[config.mk]
export PLATFORM = sky130hd
export DESIGN_NAME = conv_layer_scheduler
export DESIGN_NICKNAME = d
export VERILOG_FILES = /design/src/rtl/conv_sched_pkg.sv /design/src/rtl/frame_pingpong_buf.sv /design/src/rtl/conv_layer_scheduler.sv
export SDC_FILE = /design/constraint.sdc
export NUM_CORES = 2
export LEC_CHECK = 0
export CAP_MARGIN = 40
export CORE_UTILIZATION = 47
export DETAILED_ROUTE_END_ITERATION = 10
export SYNTH_ARGS = -nofsm -noshare
export SYNTH_HDL_FRONTEND = slang
export SYNTH_SLANG_ARGS = --single-unit
[constraint.sdc]
create_clock -name clk_i -period 9.33 [get_ports clk_i]
set_clock_uncertainty 0.05 [all_clocks]
set_input_delay 2.3325 -clock clk_i [delete_from_list [all_inputs] [get_ports clk_i]]
set_output_delay 2.3325 -clock clk_i [all_outputs]
set_load 0.005 [all_outputs]
[src/rtl/conv_sched_pkg.sv]
// Shared types for the convolution-layer scheduler: sequencing states and frame sizing.
package conv_sched_pkg;

   typedef enum logic [2:0] {
      eIDLE,
      eSTART,
      eSTREAM,
      eWAIT,
      eDONE
   } state_e;

   function automatic int frame_words(input int height, input int width);
      return height * width;
   endfunction

endpackage

[src/rtl/frame_pingpong_buf.sv]
// Two-bank frame buffer: upstream fills one bank while the scheduler streams the other.
module frame_pingpong_buf #(
   parameter int WORD_SIZE   = 16,
   parameter int FRAME_WORDS = 128
) (
   input  logic                        clk_i,
   input  logic                        reset_ni,
   input  logic                        wr_valid_i,
   output logic                        wr_ready_o,
   input  logic signed [WORD_SIZE-1:0] wr_data_i,
   input  logic                        rd_advance_i,
   input  logic                        rd_release_i,
   output logic                        rd_full_o,
   output logic                        rd_last_o,
   output logic signed [WORD_SIZE-1:0] rd_data_o
);

   localparam int PTR_W = (FRAME_WORDS > 1) ? $clog2(FRAME_WORDS) : 1;
   localparam logic [PTR_W-1:0] LAST_PTR = PTR_W'(FRAME_WORDS - 1);

   logic signed [WORD_SIZE-1:0] mem_q [2][FRAME_WORDS];
   logic [1:0]       full_q, full_d;
   logic             wr_bank_q, wr_bank_d, rd_bank_q, rd_bank_d;
   logic [PTR_W-1:0] wr_ptr_q, wr_ptr_d, rd_ptr_q, rd_ptr_d;
   logic             wr_fire;

   assign wr_ready_o = !full_q[wr_bank_q];
   assign wr_fire    = wr_valid_i && wr_ready_o;
   assign rd_full_o  = full_q[rd_bank_q];
   assign rd_last_o  = (rd_ptr_q == LAST_PTR);
   assign rd_data_o  = mem_q[rd_bank_q][rd_ptr_q];

   // A write can never target the bank being released (it is full), so both flag edits coexist.
   always_comb begin
      full_d    = full_q;
      wr_bank_d = wr_bank_q;
      wr_ptr_d  = wr_ptr_q;
      rd_bank_d = rd_bank_q;
      rd_ptr_d  = rd_ptr_q;
      if (wr_fire) begin
         if (wr_ptr_q == LAST_PTR) begin
            full_d[wr_bank_q] = 1'b1;
            wr_ptr_d          = '0;
            wr_bank_d         = !wr_bank_q;
         end else begin
            wr_ptr_d = wr_ptr_q + 1'b1;
         end
      end
      if (rd_release_i) begin
         full_d[rd_bank_q] = 1'b0;
         rd_ptr_d          = '0;
         rd_bank_d         = !rd_bank_q;
      end else if (rd_advance_i) begin
         rd_ptr_d = rd_ptr_q + 1'b1;
      end
   end

   always_ff @(posedge clk_i or negedge reset_ni) begin
      if (!reset_ni) begin
         full_q    <= '0;
         wr_bank_q <= 1'b0;
         wr_ptr_q  <= '0;
         rd_bank_q <= 1'b0;
         rd_ptr_q  <= '0;
      end else begin
         full_q    <= full_d;
         wr_bank_q <= wr_bank_d;
         wr_ptr_q  <= wr_ptr_d;
         rd_bank_q <= rd_bank_d;
         rd_ptr_q  <= rd_ptr_d;
      end
   end

   always_ff @(posedge clk_i) begin
      if (wr_fire) begin
         mem_q[wr_bank_q][wr_ptr_q] <= wr_data_i;
      end
   end

endmodule

[src/rtl/conv_layer_scheduler.sv]
// Feeds one buffered input frame to a bank of lockstep convolution units and
// hands the combined result to the next layer with a single valid/yumi handshake.
module conv_layer_scheduler
   import conv_sched_pkg::*;
#(
   parameter int NUM_CONVS          = 4,
   parameter int INPUT_LAYER_HEIGHT = 64,
   parameter int KERNEL_WIDTH       = 2,
   parameter int WORD_SIZE          = 16
) (
   input  logic                        clk_i,
   input  logic                        reset_ni,
   input  logic                        valid_i,
   output logic                        ready_o,
   input  logic signed [WORD_SIZE-1:0] data_i,
   output logic                        conv_start_o,
   output logic                        conv_valid_o,
   output logic signed [WORD_SIZE-1:0] conv_data_o,
   input  logic [NUM_CONVS-1:0]        conv_ready_i,
   input  logic [NUM_CONVS-1:0]        conv_valid_i,
   output logic                        conv_yumi_o,
   output logic                        valid_o,
   input  logic                        yumi_i,
   output logic                        busy_o,
   output logic [15:0]                 frames_o
);

   localparam int FRAME_WORDS = frame_words(INPUT_LAYER_HEIGHT, KERNEL_WIDTH);

   state_e      state_q, state_d;
   logic [15:0] frames_q, frames_d;
   logic        rd_full, rd_last, fire;

   frame_pingpong_buf #(
      .WORD_SIZE  (WORD_SIZE),
      .FRAME_WORDS(FRAME_WORDS)
   ) u_buf (
      .clk_i       (clk_i),
      .reset_ni    (reset_ni),
      .wr_valid_i  (valid_i),
      .wr_ready_o  (ready_o),
      .wr_data_i   (data_i),
      .rd_advance_i(fire && !rd_last),
      .rd_release_i(fire && rd_last),
      .rd_full_o   (rd_full),
      .rd_last_o   (rd_last),
      .rd_data_o   (conv_data_o)
   );

   always_comb begin
      state_d      = state_q;
      frames_d     = frames_q;
      conv_start_o = 1'b0;
      conv_valid_o = 1'b0;
      conv_yumi_o  = 1'b0;
      valid_o      = 1'b0;
      fire         = 1'b0;
      unique case (state_q)
         eIDLE: begin
            if (rd_full) state_d = eSTART;
         end
         eSTART: begin
            conv_start_o = 1'b1;
            state_d      = eSTREAM;
         end
         eSTREAM: begin
            conv_valid_o = 1'b1;
            fire         = &conv_ready_i;
            if (fire && rd_last) state_d = eWAIT;
         end
         eWAIT: begin
            if (&conv_valid_i) state_d = eDONE;
         end
         eDONE: begin
            valid_o     = 1'b1;
            conv_yumi_o = yumi_i;
            if (yumi_i) begin
               frames_d = frames_q + 16'd1;
               state_d  = eIDLE;
            end
         end
         default: state_d = eIDLE;
      endcase
   end

   always_ff @(posedge clk_i or negedge reset_ni) begin
      if (!reset_ni) begin
         state_q  <= eIDLE;
         frames_q <= '0;
      end else begin
         state_q  <= state_d;
         frames_q <= frames_d;
      end
   end

   assign busy_o   = (state_q != eIDLE);
   assign frames_o = frames_q;

endmodule

==> impl_results.md <==
* WHS Path Cells at 1
* Critical Path Max Stage Delay at roughly 0.57 ns
* Flop-to-flop setup slack at roughly 5 ns
* Largest net degree at the start of global routing at between 150 and 200
* Commonest non-fill, non-tap cell in the layout: edfxtp_1
* Die Width at ~580 um
* Routed len/inst at ~34 um
* TritonCTS Buffers at around 420
* Worst Setup Start Kind: flop
* Placed inst area at between 0.15 and 0.2 mm2
* Leakage power figure at approximately 56 nW
* Number of distinct library cells after synthesis at 69
* Post-synth EDFFs at 4,096
* Combinational share of power at 16.3%
* Ratio of cells with drive above 1 in the final layout at between 20% and 30%
* Leading cell types in the layout, fill and taps excluded: edfxtp_1 (4,096), mux4_2 (861), clkbuf_16 (422)
* Dpl hpwl at 265,000 um
* Reg power frac at 46.5%
* Vias in the first global route at ~80,000
* CTS resizes at 0
* CP cell instances: buf_16 > buf_4 > buf_12 > buf_4 > mux2i_1 > a221oi_1 > o21ai_0 > a21oi_1 > nor4bb_1 > buf_4 > o32ai_1 > buf_2 > buf_4 > clkdlybuf4s50_1
* Residual DRC at 0
* Setup Fix Bufs, Post-CTS at 0
* Die ar. at around 0.34 mm2
* YS warnings at 0
* Nets at 8,022
* Hold Startpoint: frames_o[15]
* Initial Utilization at 47.3%
* Cell Area, Synth at between 0.15 and 0.2 mm2
* Share of the yosys chip area belonging to registers at between 70% and 80%
* Final instance area at approximately 0.18 mm2
* Register-to-Register Path Depth at 8
* R2r endpoint: u_buf.mem_q[1][799]
* Post-Route WL at between 400,000 and 500,000 um
* CP endpoint kind: output pin
* CTS max path bufs at 4
* CP dominant cell by count: buf_4
* Slew Viols, Final at 0
* CTS tree: built
* Post-synth top area share at around 77%
* Syn_nets at around 7,500
* Clk Latency, worst-skew pair at 1.00 ns
* CTS clock-pin slew for the worst setup and hold paths at approximately 0.060 ns
* Gr usage total at roughly a quarter
* Critical path class: reg2out
* Status: completed
* Clock share of power at 37.3%
* Cell count after synthesis at ~7,400
* Routability cong. at ~0.86
* Min-delay worst type: reg2reg
* Total grt overflow at 0
* Die Ht at ~580 um
* Clock sink count at around 4,100
* Ys async rst share at less than 1%
* Crit path DAT at just over 6 ns
* H-tree levels at 5
* Area grow syn2layout at 14.0%
* Switching power at between 10 and 15 mW
* Final Core Density at ~54%
* Cts hold-fix bufs at 0
* Internal power at around 32 mW
* IO Pins at 66
* RR Startpoint: u_buf.wr_bank_q
* Setup violators final at 0
* Fin crit period at ~8.5 ns
* Critical Path RT at between 6 and 7 ns
* Number of max-cap violations at 0
* Hold Fails Final Rpt at 0
* Buffers on Ports at between 60 and 70
* FMAX at about 0.12 GHz
* Unrepaired setup endpoints after global routing: false
* Relative slew slack at 9.25%
* Ys flop type: edfxtp_1
* Vias per cell at roughly 6.2
* Pwr dens at around 240 mW/mm2
* Final TNS setup at 0 ns
* Core area at 0.337 mm2
* Initial antenna violation count at 24
* Sw Share at roughly 28%
* Global-route wire length before repair at between 600,000 and 700,000 um
* Hold endpoint: frames_o[15]
* ANT nets after route at 0
* Worst IR Drop VDD at between 200 and 250 uV
* Root Driver: clkbuf_16
* Slowest stage cell, crit path: dfrtp_4
* Mapped Avg Cell Area at approximately 21 um2
* Worst Max-Slew Pin Slew at around 1.4 ns
* Cell Rows at 213
* Ranking of synthesized cells by area: edfxtp_1 (77%), mux4_2 (12%), mux2i_1 (2.5%)
* Drt pass-1 iters at 8
* Seq cells post-synth at 4,133
* Fin crit share at approximately nine tenths
* Post-synth top area cell: edfxtp_1
* Vias at approximately 80,000
* Initial DRC Count at 11,300
* Crit path max fanout at 35
[synth_stat cells (all sizes together) (6+ instances only)]
cell    number
a211o       13
a211oi      48
a21oi       94
a221o       58
a221oi     112
a22o        29
a22oi       67
a311oi       6
a31oi       23
and2         8
and3        16
buf        249
clkbuf     204
dfrtp       37
edfxtp    4096
inv          7
mux2        35
mux2i      401
mux4       861
nand2      167
nand2b      19
nand3       32
nand3b       6
nand4       12
nor2       350
nor2b       12
nor3        31
o211ai      22
o21a        11
o21ai      133
o221ai      14
o22a        14
o22ai       96
o31ai       48
o32ai        6
o41ai        6
or2         19
or3          8
xnor2       19
xor2         6
[state kept, by name, summed over array words and instances (netlist names)]
name / cells
u_buf.rd_ptr_q: 7
frames_o: 16
u_buf.rd_bank_q: 1
u_buf.wr_ptr_q: 7
state_q: 3
u_buf.mem_q: 4096
u_buf.full_q: 2
u_buf.wr_bank_q: 1
[cells by family (layout without fill, tap and decap cells)]
group	after synthesis	in the layout	share of synthesized area (%)
DFF	4133	4133	77.6
muxes	1297	1297	14.9
AOI/OAI and AO/OA	818	818	3.69
and+or+nand+nor	699	699	1.91
buffers and inverters	460	1377	1.76
xor gates and xnor gates	25	25	0.137
adders and majority gates	3	3	0.0235
other	0	6	0
[power by group through the flow]
stage	clock [mW]	combinational [mW]	sequential (mW)
final	16.6	7.25	20.7
after global routing	17.5	7.43	20.7
after CTS	16.8	7.14	20.7
after detailed placement	0	7.11	21.1
after global placement	0	6.93	21.1
after floorplan	0	3.43	21.0
[through the flow]
| step | power [mW] | setup WS (ns) | cells | hold WS [ns] |
|---|---|---|---|---|
| 2_1_floorplan | 24.4 | 4.26 | 7435 | 0.418 |
| 3_3_place_gp | 28.1 | 1.27 | 12000 | 0.409 |
| 3_5_place_dp | 28.2 | 1.98 | 12100 | 0.416 |
| 4_1_cts | 44.7 | 0.904 | 12900 | 0.425 |
| 5_1_grt | 45.7 | 0.660 | 12900 | 0.455 |
| 6_report | 44.6 | 0.822 | 12900 | 0.415 |
[layout make-up]
type / count / area, um2
Sequential cell: 4133 / 124000
Antenna cell: 6 / 15.0
Clock buffer: 523 / 11000
Multi-Input combinational cell: 2842 / 33300
Fill cell: 25700 / 155000
Clock inverter: 259 / 2580
Inverter: 7 / 38.8
Timing Repair Buffer: 588 / 5520
Tap cell: 4515 / 5650
[worst max-delay path by stage]
stage | startpoint | end | slack (ns) | cells past startpoint
2_1_floorplan | yumi_i | conv_yumi_o | 4.26 | 2
3_3_place_gp | u_buf.rd_bank_q | conv_data_o[5] | 1.27 | 12
3_5_place_dp | u_buf.rd_bank_q | conv_data_o[5] | 1.98 | 14
4_1_cts | u_buf.rd_bank_q | conv_data_o[5] | 0.90 | 14
5_1_grt | u_buf.rd_bank_q | conv_data_o[5] | 0.66 | 14
6_report | u_buf.rd_bank_q | conv_data_o[5] | 0.82 | 14
[worst max-delay path, delay by kind of cell (launching register included)]
kind            cells  cell delay (ns)
mux                 1             0.14
buf+inv             8             2.49
compound gates      4             1.55
simple gates        1             0.24
flops               1             0.57
[metal layers]
layer  vias up  global-route usage (%)  wire length, um
li1      32500                       -                -
met5         -                       0               60
met4         8                    8.25            15100
met1     43200                    36.3           176000
met3       656                    5.97            43200
met2      3963                    40.3           209000
(Power assumes the default switching activity.)
